## src/rtl/hazard_pkg.sv

```systemverilog
// Shared types and defaults for the D-stage Tuse/Tnew hazard unit.
package hazard_pkg;

    localparam int unsigned TW       = 3;
    localparam int unsigned NSTAGE   = 3;
    localparam int unsigned MULT_CYC = 5;
    localparam int unsigned DIV_CYC  = 10;
    localparam int unsigned FSW      = 2;
    localparam int unsigned RW       = 5;

    localparam int unsigned STG_E = 0;
    localparam int unsigned STG_M = 1;
    localparam int unsigned STG_W = 2;

    localparam logic [TW-1:0] TUSE_NONE = '1;

    typedef struct packed {
        logic          valid;
        logic [RW-1:0] a3;
        logic [TW-1:0] tnew;
    } sb_entry_t;

    // Tnew ages by one per stage and never wraps below zero.
    function automatic logic [TW-1:0] tnew_dec(input logic [TW-1:0] t);
        return (t == '0) ? t : t - TW'(1);
    endfunction

    function automatic int unsigned ctr_w(input int unsigned a, input int unsigned b);
        return $clog2(((a > b) ? a : b) + 1);
    endfunction

endpackage

```

## src/rtl/md_busy_ctr.sv

```systemverilog
// Busy countdown for the multi-cycle mult/div unit.
module md_busy_ctr #(
    parameter int unsigned MULT_CYC = hazard_pkg::MULT_CYC,
    parameter int unsigned DIV_CYC  = hazard_pkg::DIV_CYC
) (
    input  logic clk,
    input  logic reset,
    input  logic i_load,
    input  logic i_div,
    output logic o_busy
);
    import hazard_pkg::*;

    localparam int unsigned CW = ctr_w(MULT_CYC, DIV_CYC);

    logic [CW-1:0] r_cnt;

    always_ff @(posedge clk) begin
        if (reset) begin
            r_cnt <= '0;
        end else if (i_load) begin
            r_cnt <= i_div ? CW'(DIV_CYC) : CW'(MULT_CYC);
        end else if (r_cnt != '0) begin
            r_cnt <= r_cnt - CW'(1);
        end
    end

    assign o_busy = (r_cnt != '0);

endmodule

```

## src/rtl/hazard_scoreboard.sv

```systemverilog
// Tuse/Tnew stall and forwarding unit beside the D stage, with a
// shift-register scoreboard of in-flight writers and mult/div busy tracking.
module hazard_scoreboard #(
    parameter int unsigned NSTAGE   = hazard_pkg::NSTAGE,
    parameter int unsigned MULT_CYC = hazard_pkg::MULT_CYC,
    parameter int unsigned DIV_CYC  = hazard_pkg::DIV_CYC,
    parameter int unsigned FSW      = hazard_pkg::FSW
) (
    input  logic                    clk,
    input  logic                    reset,
    input  logic                    d_valid,
    input  logic [4:0]              d_rs,
    input  logic [4:0]              d_rt,
    input  logic [hazard_pkg::TW-1:0] d_tuse_rs,
    input  logic [hazard_pkg::TW-1:0] d_tuse_rt,
    input  logic [4:0]              d_a3,
    input  logic [hazard_pkg::TW-1:0] d_tnew,
    input  logic                    d_md_start,
    input  logic                    d_md_div,
    input  logic                    d_md_use,
    output logic                    stall,
    output logic [FSW-1:0]          fwd_rs_sel,
    output logic [FSW-1:0]          fwd_rt_sel,
    output logic                    md_busy
);
    import hazard_pkg::*;

    sb_entry_t r_sb [NSTAGE];

    logic [1:0][RW-1:0]       w_src;
    logic [1:0][TW-1:0]       w_tuse;
    logic [1:0][NSTAGE-1:0]   w_hit;
    logic [1:0][NSTAGE-1:0]   w_seen;
    logic [1:0][NSTAGE-1:0]   w_first;
    logic [1:0]               w_haz;
    logic [1:0][FSW-1:0]      w_sel;
    logic                     w_md_busy;
    logic                     w_md_load;

    assign w_src[0]  = d_rs;
    assign w_src[1]  = d_rt;
    assign w_tuse[0] = d_tuse_rs;
    assign w_tuse[1] = d_tuse_rt;

    // Youngest-writer priority: only the lowest matching stage is considered.
    for (genvar op = 0; op < 2; op++) begin : g_op
        for (genvar g = 0; g < NSTAGE; g++) begin : g_stg
            assign w_hit[op][g] = r_sb[g].valid && (r_sb[g].a3 == w_src[op])
                                  && (w_src[op] != '0);
            if (g == 0) begin : g_first
                assign w_seen[op][g] = 1'b0;
            end else begin : g_rest
                assign w_seen[op][g] = w_seen[op][g-1] | w_hit[op][g-1];
            end
            assign w_first[op][g] = w_hit[op][g] & ~w_seen[op][g];
        end
    end

    always_comb begin
        w_haz = '0;
        w_sel = '0;
        for (int op = 0; op < 2; op++) begin
            for (int k = 0; k < NSTAGE; k++) begin
                if (w_first[op][k]) begin
                    if ((w_tuse[op] != TUSE_NONE) && (r_sb[k].tnew > w_tuse[op])) begin
                        w_haz[op] = 1'b1;
                    end
                    if (r_sb[k].tnew == '0) begin
                        w_sel[op] = FSW'(k + 1);
                    end
                end
            end
        end
    end

    assign stall      = d_valid & ~reset & ((|w_haz) | (d_md_use & w_md_busy));
    assign fwd_rs_sel = w_sel[0];
    assign fwd_rt_sel = w_sel[1];
    assign md_busy    = w_md_busy;
    assign w_md_load  = d_md_start & d_valid & ~stall;

    always_ff @(posedge clk) begin
        if (reset) begin
            for (int k = 0; k < NSTAGE; k++) begin
                r_sb[k] <= '0;
            end
        end else begin
            if (stall || !d_valid) begin
                r_sb[STG_E] <= '0;
            end else begin
                r_sb[STG_E] <= '{valid: (d_a3 != '0), a3: d_a3, tnew: d_tnew};
            end
            for (int k = 1; k < NSTAGE; k++) begin
                r_sb[k] <= '{valid: r_sb[k-1].valid,
                             a3:    r_sb[k-1].a3,
                             tnew:  tnew_dec(r_sb[k-1].tnew)};
            end
        end
    end

    md_busy_ctr #(
        .MULT_CYC (MULT_CYC),
        .DIV_CYC  (DIV_CYC)
    ) u_md_ctr (
        .clk    (clk),
        .reset  (reset),
        .i_load (w_md_load),
        .i_div  (d_md_div),
        .o_busy (w_md_busy)
    );

endmodule

```

## config.mk

```make
export PLATFORM = sky130hd
export DESIGN_NAME = hazard_scoreboard
export DESIGN_NICKNAME = d
export VERILOG_FILES = /design/src/rtl/hazard_pkg.sv /design/src/rtl/md_busy_ctr.sv /design/src/rtl/hazard_scoreboard.sv
export SDC_FILE = /design/constraint.sdc
export NUM_CORES = 1
export LEC_CHECK = 0
export BUFFER_PORTS_ARGS = -buffer_cell sky130_fd_sc_hd__buf_2
export CAP_MARGIN = 10
export CORE_ASPECT_RATIO = 1.1
export CORE_MARGIN = 5
export CORE_UTILIZATION = 57
export CTS_CLUSTER_SIZE = 30
export DETAILED_ROUTE_END_ITERATION = 8
export PLACE_DENSITY = 0.8
export SKIP_LAST_GASP = 1
export SLEW_MARGIN = 25
export SYNTH_ARGS = -nofsm -noshare
export SYNTH_HDL_FRONTEND = slang
export SYNTH_SLANG_ARGS = --single-unit
```

## constraint.sdc

```tcl
create_clock -name clk -period 2.8 [get_ports clk]
set_input_delay 0.14 -clock clk [delete_from_list [all_inputs] [get_ports clk]]
set_output_delay 0.14 -clock clk [all_outputs]
set_load 0.02 [all_outputs]
```

-- Word level (Yosys, flattened, before mapping)
Memory sizes are Yosys's and may differ from the RTL's.
Index checks and enable logic that the tools add are counted.
- bitwise gates (word level): 22
- order comparisons: 6
- add/subtract/negate cells: 3
- muxes and demuxes: 41
- eq/ne operators: 8
- reductions and logical operators: 29
- operator list (operator ; number):
    $mux 9 ; 4
    $eq 5x5->1 ; 6
    $mux 1 ; 23
    $gt 3x3->1 ; 6
    $logic_and 1x1->1 ; 18
    $mux 2 ; 9
    $reduce_bool 5->1 ; 3
    $mux 4 ; 3
    $and 1x1->1 ; 9
    $logic_not 3->1 ; 3
    $or 1x1->1 ; 7
    $mux 3 ; 2
    $ne 3x3->1 const B ; 2
    $not 1->1 ; 6
    $sub 3x1->3 const B ; 2
    $reduce_bool 4->1 ; 1
    $sub 4x1->4 const B ; 1
    $reduce_bool 2->1 ; 1
    $reduce_or 2->1 ; 1
    $logic_not 1->1 ; 1
    $logic_or 1x1->1 ; 1
- output and inout port bits: 6
- flip-flop bits (word level): 4
- bits in writable memories: 27
- bits of input ports: 30
- logic and storage cells: 111
- memories: 1
- memory list (memory ; depth ; bits a word ; rd ports ; clocked after memory_dff ; wr ports ; line ; RTL):
    r_sb ; 3 ; 9 ; 3 ; 0 ; 3 ; hazard_scoreboard.sv:28 ; sb_entry_t r_sb [NSTAGE];

-- Longest topological paths before layout
An unclocked memory read counts as a cell.
- depth after elaboration: 18
- depth in mapped cells: 9
- mapped depth without buffers: 9

-- Cells and area by module
From an unflattened synthesis, not the netlist that was laid out.
- cells, all modules: 237
- area total of the unflattened synthesis: 2393.5 µm²
- modules (own cells, without submodules) (module ; cells an instance ; sequential area each (µm²) ; area an instance (µm²) ; times used):
    hazard_scoreboard ; 211 ; 810.8 ; 2160.8 ; 1
    md_busy_ctr ; 26 ; 80.1 ; 232.7 ; 1

-- Worst setup path after synthesis
Ideal clock, no wire load.
- path kind: reg-to-reg
- start: mem r_sb[0][5] (netlist bit)
- end: reg u_md_ctr.r_cnt[0]
- data required time: 2.679 ns
- slack: 0.539 ns
- clock period less this slack: 2.261 ns
- arrival: 2.141 ns
- stages on the path, launching flop included: 7
- setup time: 0.121 ns
- path buffers: 0
- path through: edfxtp_1 xor2_1 or4_4 nor3b_1 a22o_4 nor3_4 mux2_2
- RTL lines (item ; line ; RTL):
    from (decl) ; hazard_scoreboard.sv:28 ;
    to (signal assigned) ; md_busy_ctr.sv:22 ; r_cnt <= i_div ? CW'(DIV_CYC) : CW'(MULT_CYC);
    to (signal assigned) ; md_busy_ctr.sv:24 ; r_cnt <= r_cnt - CW'(1);
    to (decl) ; md_busy_ctr.sv:16 ; logic [CW-1:0] r_cnt;

==> results.json <==
{
  "vias_per_cell": 5.33,
  "first_iter_violations": 213,
  "post-place-ws_ns": 0.333,
  "setup_violations": 0,
  "diodes": 0,
  "dieArea_um2": 5440,
  "tritoncts": "done",
  "ys_warn_count": 0,
  "cts.reportedPaths.clkPinSlew_ns": 0.08,
  "timing.hold.ws_ns": 0.134,
  "netlist_instances": 220,
  "antenna_left": 0,
  "hold_violations": 0,
  "ys_seq_area_share_pct": 38.4,
  "cts-root-buf": "clkbuf_8",
  "powerDensity_nw_per_um2": 558,
  "path_class": "reg -> out",
  "first_global_vias": 1886,
  "layout.filler_cells": 315,
  "worst_ep_required_time_ns": 2.66,
  "multi_input_area_um2": 1460,
  "syn_area_um2": 2320,
  "stdcell_area_um2": 2770,
  "ios": 36,
  "path_delay_family": "simple AND/OR/NAND/NOR gates",
  "cts_setup_buffers": 0,
  "drt-pass1-iter-count": 4,
  "drive_above_1_share_pct": 18.8,
  "cts_inserted_buffers": 5,
  "synth_seq_cells": 31,
  "crit_path_end_kind": "output pin",
  "grt_util_all_layers_pct": 18.9,
  "period_minus_slack_ns": 2.63,
  "post_cts_resized": 0,
  "worstMarginPinSlew_ns": 0.603,
  "layout_setup_ws_ns": 0.165,
  "insertion_delay_ns": 0.29,
  "area_delta_synth_final_pct": 19.3,
  "max_clock_freq_ghz": 0.380,
  "portBuffers": 35,
  "worst-path-buf-inv": 1,
  "synth_edf_count": 27,
  "fin_setup_tns_ns": 0,
  "status": "complete, no violations",
  "worst-endpoint-arrival_ns": 2.49,
  "gp_congestion": 0.902,
  "hold_class": "in -> reg",
  "start_util_pct": 58.5,
  "overflow": 0,
  "h-tree-depth": 2,
  "cp_max_fo": 2,
  "drc_errors": 0,
  "grt_pass1_wl_mm": 8.19,
  "post-dp-hpwl_mm": 3.91,
  "cap_violations": 0,
  "slew_viol_final": 0,
  "slowest_delay_ns": 0.68,
  "vias": 1808,
  "core_area_um2": 3960,
  "max-vdd-ir-drop_mv": 0.406,
  "async_flop_share_pct": 0,
  "fin_crit_sh_pct": 94.1,
  "die_y_um": 76.9,
  "grt_max_degree": 26,
  "placed_area_um2": 2650,
  "synthFlopType": "edfxtp_1",
  "routed_wl_mm": 4.82,
  "rsz0062_at_grt": "false",
  "leakagePower_nw": 1.19,
  "synth.distinct_cells": 40,
  "slew_headroom_pct": 59.4,
  "cts_buffer_depth": 2,
  "register_area_um2": 891,
  "antenna_found_initial": 0,
  "die_x_um": 70.8,
  "nNetsFinal": 340,
  "hold_buffers": 0,
  "slowest_stage": "or4b_2",
  "fin_skew_ns": 0.0122,
  "cts_sinks": 31,
  "wl_per_cell_um": 14.2,
  "cp_cell_sequence": "xnor2_1 > nand4_1 > or4_1 > or4b_2 > o41ai_1 > buf_2",
  "start_kind": "flop",
  "finalPower_mw": 1.54,
  "syn_area_per_cell_um2": 10.5,
  "core.rowCount": 24
}
==> sequential cells by signal (all words and copies together), names as in the netlist <==
register and flops:
r_sb 27, u_md_ctr.r_cnt 4
==> logic make-up (layout without fill, tap and decap cells) <==
family | Yosys count | count (layout) | synth area share [%]
flops | 31 | 31 | 38.4
simple gates | 80 | 80 | 21.5
other cells | 1 | 27 | 0.162
compound gates | 28 | 28 | 8.69
mux | 6 | 6 | 2.81
xor+xnor | 34 | 34 | 12.9
fa+ha+maj | 24 | 24 | 13.0
buf+inv | 16 | 57 | 2.59
==> layer usage <==
layer  global-route usage [%]  vias up  share of wire, %
met2                     31.7       55                51
met5                        0        -                 0
li1                         -      897                 -
met4                     7.52        0              0.87
met1                     24.0      848                43
met3                     2.88        8               5.1
==> worst paths after layout <==
| check | startpoint | to | slack (ns) | cells past startpoint |
|---|---|---|---|---|
| worst max-delay path | r_sb[0][24]$_SDFFCE_PN0P_ | fwd_rs_sel[0] | 0.17 | 6 |
| worst min-delay path | d_tnew[2] | r_sb[0][2]$_SDFFCE_PN0P_ | 0.13 | 2 |
| worst max register to register | r_sb[0][7]$_SDFFCE_PN0P_ | u_md_ctr.r_cnt[3]$_SDFFE_PP0P_ | 0.32 | 7 |
| worst min register to register | r_sb[0][8]$_SDFFCE_PN0P_ | r_sb[0][17]$_SDFFCE_PN0P_ | 0.63 | 1 |
==> layout make-up <==
class,instances,area share [%]
inverters,14,1.90
clock buffers,6,2.99
well taps,52,2.35
clock inverters,2,1.27
flip-flops and latches,31,32.2
repair buffers,35,6.33
multi-input cells,199,52.9
==> layout by cell type (no fill, tap or decap), types with 9 or more instances in the layout <==
cell | synthesis | routed
xor2_1 | 10 | 10
buf_2 | 0 | 35
xnor2_1 | 24 | 24
edfxtp_1 | 27 | 27
nor2b_1 | 17 | 17
nor2_1 | 16 | 16
ha_1 | 24 | 24
inv_1 | 14 | 14
and2_1 | 9 | 9
conb_1 | 1 | 27
==> synthesized netlist by cell type, drive strengths merged (2+ instances only) <==
library cell,instances,area share [%]
nor2,17,2.9
mux2i,2,0.86
o21ai,5,1.1
a31oi,4,1.1
o21a,4,1.3
xnor2,24,9.1
and3,2,0.54
nor4,2,0.54
xor2,10,3.8
nor3,7,2.5
clkbuf,2,0.32
ha,24,13
a211oi,3,0.97
and2,9,2.4
mux2,4,1.9
dfxtp,4,3.5
nand2b,5,1.3
a21o,2,0.65
inv,14,2.3
a21oi,3,0.65
or4,6,2.1
a311oi,2,0.76
nand4,7,2.5
edfxtp,27,35
nand2,4,0.65
nor2b,17,4.6
==> where the power goes <==
| part | switching [mW] | leakage, nW | total (mW) | internal (mW) |
|---|---|---|---|---|
| Clock | 0.170 | 0.0612 | 0.458 | 0.288 |
| Combinational | 0.247 | 0.821 | 0.470 | 0.222 |
| Sequential | 0.0490 | 0.310 | 0.615 | 0.566 |
==> through the flow <==
step                      cells  utilization, %
after floorplan             246               -
after global placement      331            66.8
after detailed placement    331            66.8
after CTS                   339            69.8
after global routing        339            69.8
final                       339            69.8
No activity file was read; power rests on OpenSTA's default activity.
